===== src/rtl/grid_player_mover.sv =====
`default_nettype none
// +---------------------------------------------------------------------------+
// | grid_player_mover : tile-locked player motion, death/respawn, walk anim   |
// | Revision 1.0                                                              |
// +---------------------------------------------------------------------------+
module grid_player_mover #(
  parameter int BOARD_X0       = 32,
  parameter int BOARD_Y0       = 160,
  parameter int TILE           = 32,
  parameter int COLS           = 15,
  parameter int ROWS           = 10,
  parameter int START_COL      = 7,
  parameter int START_ROW      = 9,
  parameter int STEP           = 2,
  parameter int ANIM_FRAMES    = 3,
  parameter int ANIM_DIV       = 4,
  parameter int RESPAWN_FRAMES = 120
) (
  input  logic        clk,
  input  logic        reset,
  input  logic        startOfFrame,
  input  logic        leftArrowPressed,
  input  logic        rightArrowPressed,
  input  logic        upArrowPressed,
  input  logic        downArrowPressed,
  input  logic        player_died,
  output logic [10:0] topLeftX,
  output logic [10:0] topLeftY,
  output logic [1:0]  player_direction,
  output logic [2:0]  image,
  output logic        player_awake,
  output logic        moving
);

  localparam logic [1:0] c_IDLE  = 2'd0;
  localparam logic [1:0] c_MOVE  = 2'd1;
  localparam logic [1:0] c_DYING = 2'd2;

  localparam logic [1:0] c_RIGHT = 2'd0;
  localparam logic [1:0] c_LEFT  = 2'd1;
  localparam logic [1:0] c_UP    = 2'd2;
  localparam logic [1:0] c_DOWN  = 2'd3;

  localparam int c_LOG_TILE = $clog2(TILE);
  localparam int c_AW       = $clog2(ANIM_DIV + 1);
  localparam int c_DW       = $clog2(RESPAWN_FRAMES + 1);

  localparam logic [10:0] c_X0       = 11'(BOARD_X0);
  localparam logic [10:0] c_Y0       = 11'(BOARD_Y0);
  localparam logic [10:0] c_SPAWN_X  = 11'(BOARD_X0 + START_COL * TILE);
  localparam logic [10:0] c_SPAWN_Y  = 11'(BOARD_Y0 + START_ROW * TILE);
  localparam logic [10:0] c_TMASK    = 11'(TILE - 1);
  localparam logic [10:0] c_STEP     = 11'(STEP);
  localparam logic [10:0] c_LAST_COL = 11'(COLS - 1);
  localparam logic [10:0] c_LAST_ROW = 11'(ROWS - 1);

  localparam logic [2:0]      c_DEATH_IMG  = 3'd7;
  localparam logic [2:0]      c_LAST_IMG   = 3'(ANIM_FRAMES - 1);
  localparam logic [c_AW-1:0] c_LAST_ANIM  = c_AW'(ANIM_DIV - 1);
  localparam logic [c_DW-1:0] c_LAST_DEATH = c_DW'(RESPAWN_FRAMES - 1);

  logic [1:0]      state_q, state_d;
  logic [10:0]     x_q, x_d, y_q, y_d;
  logic [1:0]      dir_q, dir_d;
  logic [2:0]      image_q, image_d;
  logic [c_AW-1:0] anim_q, anim_d;
  logic [c_DW-1:0] death_q, death_d;
  logic            pend_vld_q, pend_vld_d;
  logic [1:0]      pend_dir_q, pend_dir_d;
  logic            died_q, died_d;

  logic [10:0] w_offx, w_offy, w_col, w_row;
  logic        w_aligned;
  logic [3:0]  w_can;
  logic        w_req_vld;
  logic [1:0]  w_req_dir;
  logic        w_step;
  logic [1:0]  w_nd;

  assign w_offx    = x_q - c_X0;
  assign w_offy    = y_q - c_Y0;
  assign w_col     = w_offx >> c_LOG_TILE;
  assign w_row     = w_offy >> c_LOG_TILE;
  assign w_aligned = ((w_offx | w_offy) & c_TMASK) == 11'd0;

  // Only meaningful while aligned: can the neighbouring tile in direction d be entered.
  assign w_can[c_RIGHT] = (w_col != c_LAST_COL);
  assign w_can[c_LEFT]  = (w_col != 11'd0);
  assign w_can[c_UP]    = (w_row != 11'd0);
  assign w_can[c_DOWN]  = (w_row != c_LAST_ROW);

  assign w_req_vld = upArrowPressed | downArrowPressed | leftArrowPressed | rightArrowPressed;
  assign w_req_dir = upArrowPressed   ? c_UP   :
                     downArrowPressed ? c_DOWN :
                     leftArrowPressed ? c_LEFT : c_RIGHT;

  always_comb begin
    state_d    = state_q;
    x_d        = x_q;
    y_d        = y_q;
    dir_d      = dir_q;
    image_d    = image_q;
    anim_d     = anim_q;
    death_d    = death_q;
    pend_vld_d = pend_vld_q;
    pend_dir_d = pend_dir_q;
    died_d     = died_q | player_died;
    w_step     = 1'b0;
    w_nd       = dir_q;

    if (startOfFrame) begin
      died_d = player_died;
      if (state_q == c_DYING) begin
        if (death_q == c_LAST_DEATH) begin
          state_d    = c_IDLE;
          x_d        = c_SPAWN_X;
          y_d        = c_SPAWN_Y;
          dir_d      = c_RIGHT;
          image_d    = 3'd0;
          anim_d     = '0;
          death_d    = '0;
          pend_vld_d = 1'b0;
        end else begin
          death_d = death_q + 1'b1;
        end
      end else if (died_q) begin
        state_d    = c_DYING;
        image_d    = c_DEATH_IMG;
        death_d    = '0;
        pend_vld_d = 1'b0;
      end else if (state_q == c_IDLE) begin
        if (w_req_vld) begin
          dir_d = w_req_dir;
          if (w_can[w_req_dir]) begin
            state_d = c_MOVE;
            w_nd    = w_req_dir;
            w_step  = 1'b1;
          end
        end
      end else begin
        if (w_req_vld) begin
          pend_vld_d = 1'b1;
          pend_dir_d = w_req_dir;
        end else if (w_aligned) begin
          pend_vld_d = 1'b0;
        end

        if (!w_aligned) begin
          // Mid-tile only a reversal (flip of bit 0) may change the heading.
          if (w_req_vld && (w_req_dir == (dir_q ^ 2'b01))) begin
            w_nd = w_req_dir;
          end
          dir_d  = w_nd;
          w_step = 1'b1;
        end else if (pend_vld_d) begin
          w_nd       = pend_dir_d;
          dir_d      = w_nd;
          pend_vld_d = 1'b0;
          if (w_can[w_nd]) begin
            w_step = 1'b1;
          end else begin
            state_d = c_IDLE;
          end
        end else begin
          state_d = c_IDLE;
        end
      end
    end

    if (w_step) begin
      case (w_nd)
        c_RIGHT: x_d = x_q + c_STEP;
        c_LEFT:  x_d = x_q - c_STEP;
        c_UP:    y_d = y_q - c_STEP;
        default: y_d = y_q + c_STEP;
      endcase
      if (anim_q == c_LAST_ANIM) begin
        anim_d  = '0;
        image_d = (image_q == c_LAST_IMG) ? 3'd0 : image_q + 3'd1;
      end else begin
        anim_d = anim_q + 1'b1;
      end
    end
  end

  always_ff @(posedge clk or posedge reset) begin
    if (reset) begin
      state_q    <= c_IDLE;
      x_q        <= c_SPAWN_X;
      y_q        <= c_SPAWN_Y;
      dir_q      <= c_RIGHT;
      image_q    <= 3'd0;
      anim_q     <= '0;
      death_q    <= '0;
      pend_vld_q <= 1'b0;
      pend_dir_q <= c_RIGHT;
      died_q     <= 1'b0;
    end else begin
      state_q    <= state_d;
      x_q        <= x_d;
      y_q        <= y_d;
      dir_q      <= dir_d;
      image_q    <= image_d;
      anim_q     <= anim_d;
      death_q    <= death_d;
      pend_vld_q <= pend_vld_d;
      pend_dir_q <= pend_dir_d;
      died_q     <= died_d;
    end
  end

  assign topLeftX         = x_q;
  assign topLeftY         = y_q;
  assign player_direction = dir_q;
  assign image            = image_q;
  assign player_awake     = (state_q != c_DYING);
  assign moving           = (state_q == c_MOVE);

endmodule
`default_nettype wire


===== config.mk =====
export PLATFORM = sky130hd
export DESIGN_NAME = grid_player_mover
export DESIGN_NICKNAME = d
export VERILOG_FILES = /design/src/rtl/grid_player_mover.sv
export SDC_FILE = /design/constraint.sdc
export NUM_CORES = 1
export LEC_CHECK = 0
export ABC_CLOCK_PERIOD_IN_PS = 8600
export BUFFER_PORTS_ARGS = -buffer_cell sky130_fd_sc_hd__buf_2
export CAP_MARGIN = 20
export CORE_UTILIZATION = 40
export CTS_CLUSTER_DIAMETER = 60
export DETAILED_ROUTE_END_ITERATION = 6
export PLACE_DENSITY = 0.67
export SLEW_MARGIN = 40
export SYNTH_ARGS = -nofsm -noshare
export SYNTH_HDL_FRONTEND = slang
export SYNTH_SLANG_ARGS = --single-unit

===== constraint.sdc =====
create_clock -name clk -period 8.6 [get_ports clk]
set_clock_uncertainty 0.1 [all_clocks]
set_input_delay 0.86 -clock clk [delete_from_list [all_inputs] [get_ports clk]]
set_output_delay 0.86 -clock clk [all_outputs]
set_load 0.1 [all_outputs]

After elaboration in Yosys (flattened, before gate mapping):

Index checks and enable logic that the tools add are counted.

* flip-flop bits (word level): 43
* latch bits: 0
* bits in writable memories: 0
* bits in read-only memories: 0
* input port bits: 8
* output and inout port bits: 29
* word-level logic and storage cells: 146
* memories kept: 0

* $add $sub $neg: 9
* multipliers: 0
* divide/modulo/power cells: 0
* $lt $le $gt $ge: 2
* equality and inequality tests: 18
* shift operators: 0
* mux-type cells: 80
* bitwise operators: 9
* reduce and logical (&&, ||, !) cells: 18

Operators with widths (count)
* 2-to-1 mux 11 bit: 8
* 2-to-1 mux 2 bit: 29
* one-hot mux 11 bit (2 select lines): 2
* 2-to-1 mux 3 bit: 12
* 2-to-1 mux 1 bit: 24
* adder 11 x 2 -> 11 bit, second input constant: 2
* nonzero test 11 bit: 2
* subtractor 11 x 2 -> 11 bit, second input constant: 2
* 2-to-1 mux 7 bit: 3
* inequality test 6 x 4 -> 1 bit, second input constant: 2
* logical NOT 11 bit: 1
* subtractor 11 x 6 -> 11 bit, second input constant: 1
* subtractor 11 x 8 -> 11 bit, second input constant: 1
* AND reduction 4 bit: 2
* nonzero test 2 bit: 4
* adder 7 x 1 -> 7 bit, second input constant: 1
* == test 7 bit, second input constant: 1
* adder 3 x 1 -> 3 bit, second input constant: 2
* == test 3 x 2 -> 1 bit, second input constant: 2
* < comparator 2 x 3 -> 1 bit, second input constant: 2
* inequality test 3 bit, second input constant: 2
* AND reduction 3 bit: 2
* AND reduction 6 bit: 1
* inequality test 5 bit, second input constant: 1
* other kinds (16): 27

Longest topological paths before layout:

* word-level depth: 19
* depth in mapped cells: 17
* mapped depth without buffers: 15

Worst setup path after synthesis:

OpenSTA, ideal clock, no wires.

* path type: register -> register
* from: register x_q[2], in the netlist topLeftX[2]
* to: register x_q[9], in the netlist topLeftX[9]
* setup time: 0.126 ns
* arrival time: 4.048 ns
* required time: 8.374 ns
* path slack: 4.326 ns
* cell stages (with the launch flop): 17
* buffers on the path: 1
* clock period less this slack: 4.274 ns
* path through: dfrtp_1 buf_2 or4_4 nor4_4 nand2_1 a32oi_2 nand2_2 o21ai_1 nand2_1 xnor2_1 ha_1 and3_1 nand3_1 and2_1 o22ai_1 o21ai_0 a221o_1

* cells in the longest elaborated chain, start to end: 18
* elaborated cells between the ends (all ways): 38
* classes of those cells: add/sub: 3; eq/ne: 2; mux: 29; bitwise: 1; reduce/logical: 3

Ends and longest elaborated chain
* start: declaration: line 63 `logic [10:0] x_q, x_d, y_q, y_d;`
* start signal: assignment: line 189 `x_q <= c_SPAWN_X;`
* subtractor 11 x 6 -> 11 bit: line 80 `assign w_offx = x_q - c_X0;`
* bitwise OR 5 bit: line 84 `assign w_aligned = ((w_offx | w_offy) & c_TMASK) == 11'd0;`
* logical NOT 11 bit: line 84
* 2-to-1 mux 1 bit: line 144 `end else if (w_aligned) begin`
* 2-to-1 mux 1 bit: line 141 `if (w_req_vld) begin`
* 2-to-1 mux 1 bit: line 131 `end else if (state_q == c_IDLE) begin`
* 2-to-1 mux 1 bit: line 126 `end else if (died_q) begin`
* 2-to-1 mux 1 bit: line 113 `if (state_q == c_DYING) begin`
* [3 not listed]
* 2-to-1 mux 2 bit: line 131
* 2-to-1 mux 2 bit: line 126
* 2-to-1 mux 2 bit: line 113
* 2-to-1 mux 2 bit: line 111 `if (startOfFrame) begin`
* == test 2 x 1 -> 1 bit / logical NOT 2 bit (equally long branches): line 171 `case (w_nd)`
* one-hot mux 11 bit (2 select lines): line 171
* 2-to-1 mux 11 bit *: line 170 `if (w_step) begin`
* via x_d[9]: line 63

The timed path passes the listed nets; every way through them passes the cells marked *. The select of a mux whose other input is x is not followed.
A chain may end at the register's enable or synchronous reset.

Worst setup path in the final report:

* from: register y_q[1], in the netlist topLeftY[1]
* to: register x_q[9], in the netlist topLeftX[9]

* cells in the longest elaborated chain, start to end: 18
* elaborated cells between the ends (all ways): 36
* classes of those cells: add/sub: 1; eq/ne: 2; mux: 29; bitwise: 1; reduce/logical: 3

Ends and longest elaborated chain
* start: declaration: line 63
* start signal: assignment: line 190 `y_q <= c_SPAWN_Y;`
* start signal: assignment: line 201 `y_q <= y_d;`
* subtractor 11 x 8 -> 11 bit *: line 81 `assign w_offy = y_q - c_Y0;`
* bitwise OR 5 bit: line 84
* logical NOT 11 bit: line 84
* 2-to-1 mux 1 bit: line 144
* 2-to-1 mux 1 bit: line 141
* 2-to-1 mux 1 bit: line 131
* 2-to-1 mux 1 bit: line 126
* 2-to-1 mux 1 bit: line 113
* [3 not listed]
* 2-to-1 mux 2 bit: line 131
* 2-to-1 mux 2 bit: line 126
* 2-to-1 mux 2 bit: line 113
* 2-to-1 mux 2 bit: line 111
* == test 2 x 1 -> 1 bit / logical NOT 2 bit (equally long branches): line 171
* one-hot mux 11 bit (2 select lines): line 171
* 2-to-1 mux 11 bit *: line 170
* via x_d[9]: line 63

Marks and branches as above.

==> results.yml <==
critical_path:
  path_common_cell: "nand2_1"
  crit_type: "reg2reg"
  crit_start: "topLeftY[1]$_DFF_PP0_"
  crit-reg2reg-launch: "topLeftY[1]$_DFF_PP0_"
  start_kind: "register"
  slowest_delay_ps: 630
  crit_slowest_cell: "or4_4"
  end_kind: "register"
  path_cells: "or4_4, nor4_4, nand2_1, a32oi_2, nand2_2, o21ai_1, buf_4, nand2_1, xnor2_1, ha_1, and3_1, nand3_1, and2_1, o22ai_1, o21ai_0, a221o_1"
  reg2reg_depth: 16
  crit_required_ps: 8700
  cp_data_arrival_time_ps: 4370
  cp_max_fo: 13
global_routing:
  grt_pass1_vias: 2712
  grt_pass1_wl_um: 13300
  grt_overflow_total: 0
  antenna_found_initial: 0
  track_usage: 0.217
  grt_max_degree: 42
clock_network:
  cts_hold_buffers: 0
  clk_path_buf_depth: 2
  cts-root-buf: "clkbuf_8"
  post-cts-setup-buffers: 0
  clk_latency_ps: 300
  cts_resized: 0
  cts.htree.levels: 2
  clkSinkCount: 41
  path_clk_slew_ps: 90
  cts_made_buffers: 5
  cts_tree: "built"
floorplan:
  num_rows: 31
  ios: 37
  die_y_um: 88.1
  initial_core_util: 0.411
  core_sq_um: 7210
  die_area_sq_um: 7770
  die_x_um: 88.1
yosys:
  synth_seq_area_share: 0.347
  synthCells: 371
  synth_top_cells_by_count: "nand2_1, dfrtp_1, o21ai_0"
  synthArstFlopShare: 1.00
  synth_edf_count: 0
  yosysUniqueCellTypes: 63
  syn_avg_cell_area_sq_um: 8.00
  synth_flop_cell: "dfrtp_1"
  ys_ff_latch: 41
  synth.net_count: 383
  synth_top_area_cell: "dfrtp_1"
  synth_top_area_frac: 0.312
  yosys-top-cells-area: "dfrtp_1, nand2_1, o21ai_0"
  synth.most_common_cell: "nand2_1"
  yosysWarnings: 0
  netlist_area_sq_um: 2970
pwr:
  max-vdd-ir-drop_v: 0.000128
  leakagePower_nw: 1.44
  cellPowerDensity_nw_per_um2: 296
  p_total_mw: 0.983
timing:
  slew_violations: 0
  setup_tns_ps: 0
  hold_viol_final: 0
  fmax_mhz: 234
  holdWs_ps: 383
  fin_crit_sh: 0.497
  rsz0062_at_grt: "false"
  finalWorstPathRequiredPeriod_ps: 4280
  maxSlewHeadroom: 0.575
  tightest_slew_ps: 635
  setup_viol: 0
layout:
  drive_gt1_frac: 0.180
  finalNonFillerCells: 499
  nets: 411
  n_fill_cell: 764
  area_growth_pct: 12.0
  diodes: 0
  utilization: 0.461
min_path:
  worstHoldPathCells: 1
  hold_path_class: "reg2reg"
  worstHoldStart: "death_q[5]$_DFFE_PP0P_"
detailed_routing:
  final_antenna_net_count: 0
  dr.pass1.iters: 5
  post-route-drc-count: 0
  dr.first_iter.drc_count: 279
  wirelength_um: 7950
  via_count: 3005
  routed_via_density: 6.02
  wl_per_cell_um: 15.9
placed_design:
  hpwl_um: 5550
  dp.cells: 491
  portBuffers: 36
  gp_congestion: 0.955
run_status:
  status: "finished clean"
run:
  cap_viol_max_count: 0
state kept, by name, indices dropped and copies added (netlist names):
register,count
topLeftX,11
died_q,1
topLeftY,11
player_direction,2
image,3
pend_dir_q,1
state_q,2
death_q,7
anim_q,3
critical path: cells and delay by family, from the launching register on:
family	cells	cell delay [ps]
fa+ha+maj	1	250
compound gates	5	1030
xor+xnor	1	170
simple gates	8	1920
flops	1	480
buf+inv	1	220
power breakdown:
group	leakage [nW]	switching, mW	total, mW	internal (mW)
Clock	0.0445	0.0771	0.135	0.0577
Sequential	0.505	0.0784	0.322	0.244
Combinational	0.887	0.392	0.526	0.133
worst paths after layout:
path                                               end  slack (ps)
worst max-delay path             topLeftX[9]$_DFF_PP0_        4320
worst min-delay path            death_q[5]$_DFFE_PP0P_         380
worst max register to register   topLeftX[9]$_DFF_PP0_        4320
worst min register to register  death_q[5]$_DFFE_PP0P_         380
max in group asynchronous        topLeftY[6]$_DFF_PP1_        7430
min in group asynchronous        topLeftX[2]$_DFF_PP0_         590
cell usage in the layout (no fill, tap or decap), types with 6 or more instances in the layout:
cell / synthesis / layout
or3_1: 7 / 7
o31ai_1: 8 / 8
a211oi_1: 6 / 6
buf_2: 5 / 36
nand2b_1: 6 / 6
o21ai_0: 24 / 24
nor3_1: 16 / 15
and3_1: 11 / 11
inv_1: 16 / 16
dfrtp_1: 37 / 37
nor4_1: 9 / 9
nor2_1: 23 / 23
a21oi_1: 17 / 17
nand3_1: 21 / 21
nand2_1: 45 / 45
nor2b_1: 7 / 7
per-layer routing:
metal / vias up / wire [um] / part of all wire / GRT usage
li1: 1451 / - / - / -
met1: 1421 / 3750 / 0.47 / 0.321
met2: 125 / 3620 / 0.46 / 0.338
met3: 8 / 499 / 0.063 / 0.0283
met4: 0 / 76 / 0.0096 / 0.0513
met5: - / 0 / 0 / 0
kinds of logic after synthesis:
| group | Yosys count | synth area share |
|---|---|---|
| and+or+nand+nor | 172 | 0.308 |
| AOI/OAI and AO/OA | 112 | 0.260 |
| DFF | 41 | 0.347 |
| buffers and inverters | 36 | 0.0476 |
| muxes | 5 | 0.0177 |
| adders and majority gates | 4 | 0.0169 |
| xor gates and xnor gates | 1 | 0.00295 |
per-stage QoR:
step / cell area (sq um) / setup WS [ps]
detailed placement: 3230 / 4060
global route: 3320 / 3930
global placement: 3220 / 4140
floorplan: 2970 / 4330
CTS: 3320 / 4370
finish: 3320 / 4320
cell type report:
class	count	area, sq um	area share
inverter	16	60.1	0.0181
clock buffer	5	68.8	0.0207
tap	99	124	0.0373
sequential	41	1030	0.310
multi-input combinational	294	1800	0.542
clock inverter	3	21.3	0.00640
timing repair buffer	41	218	0.0655
Power figures use the tool's default switching activity.
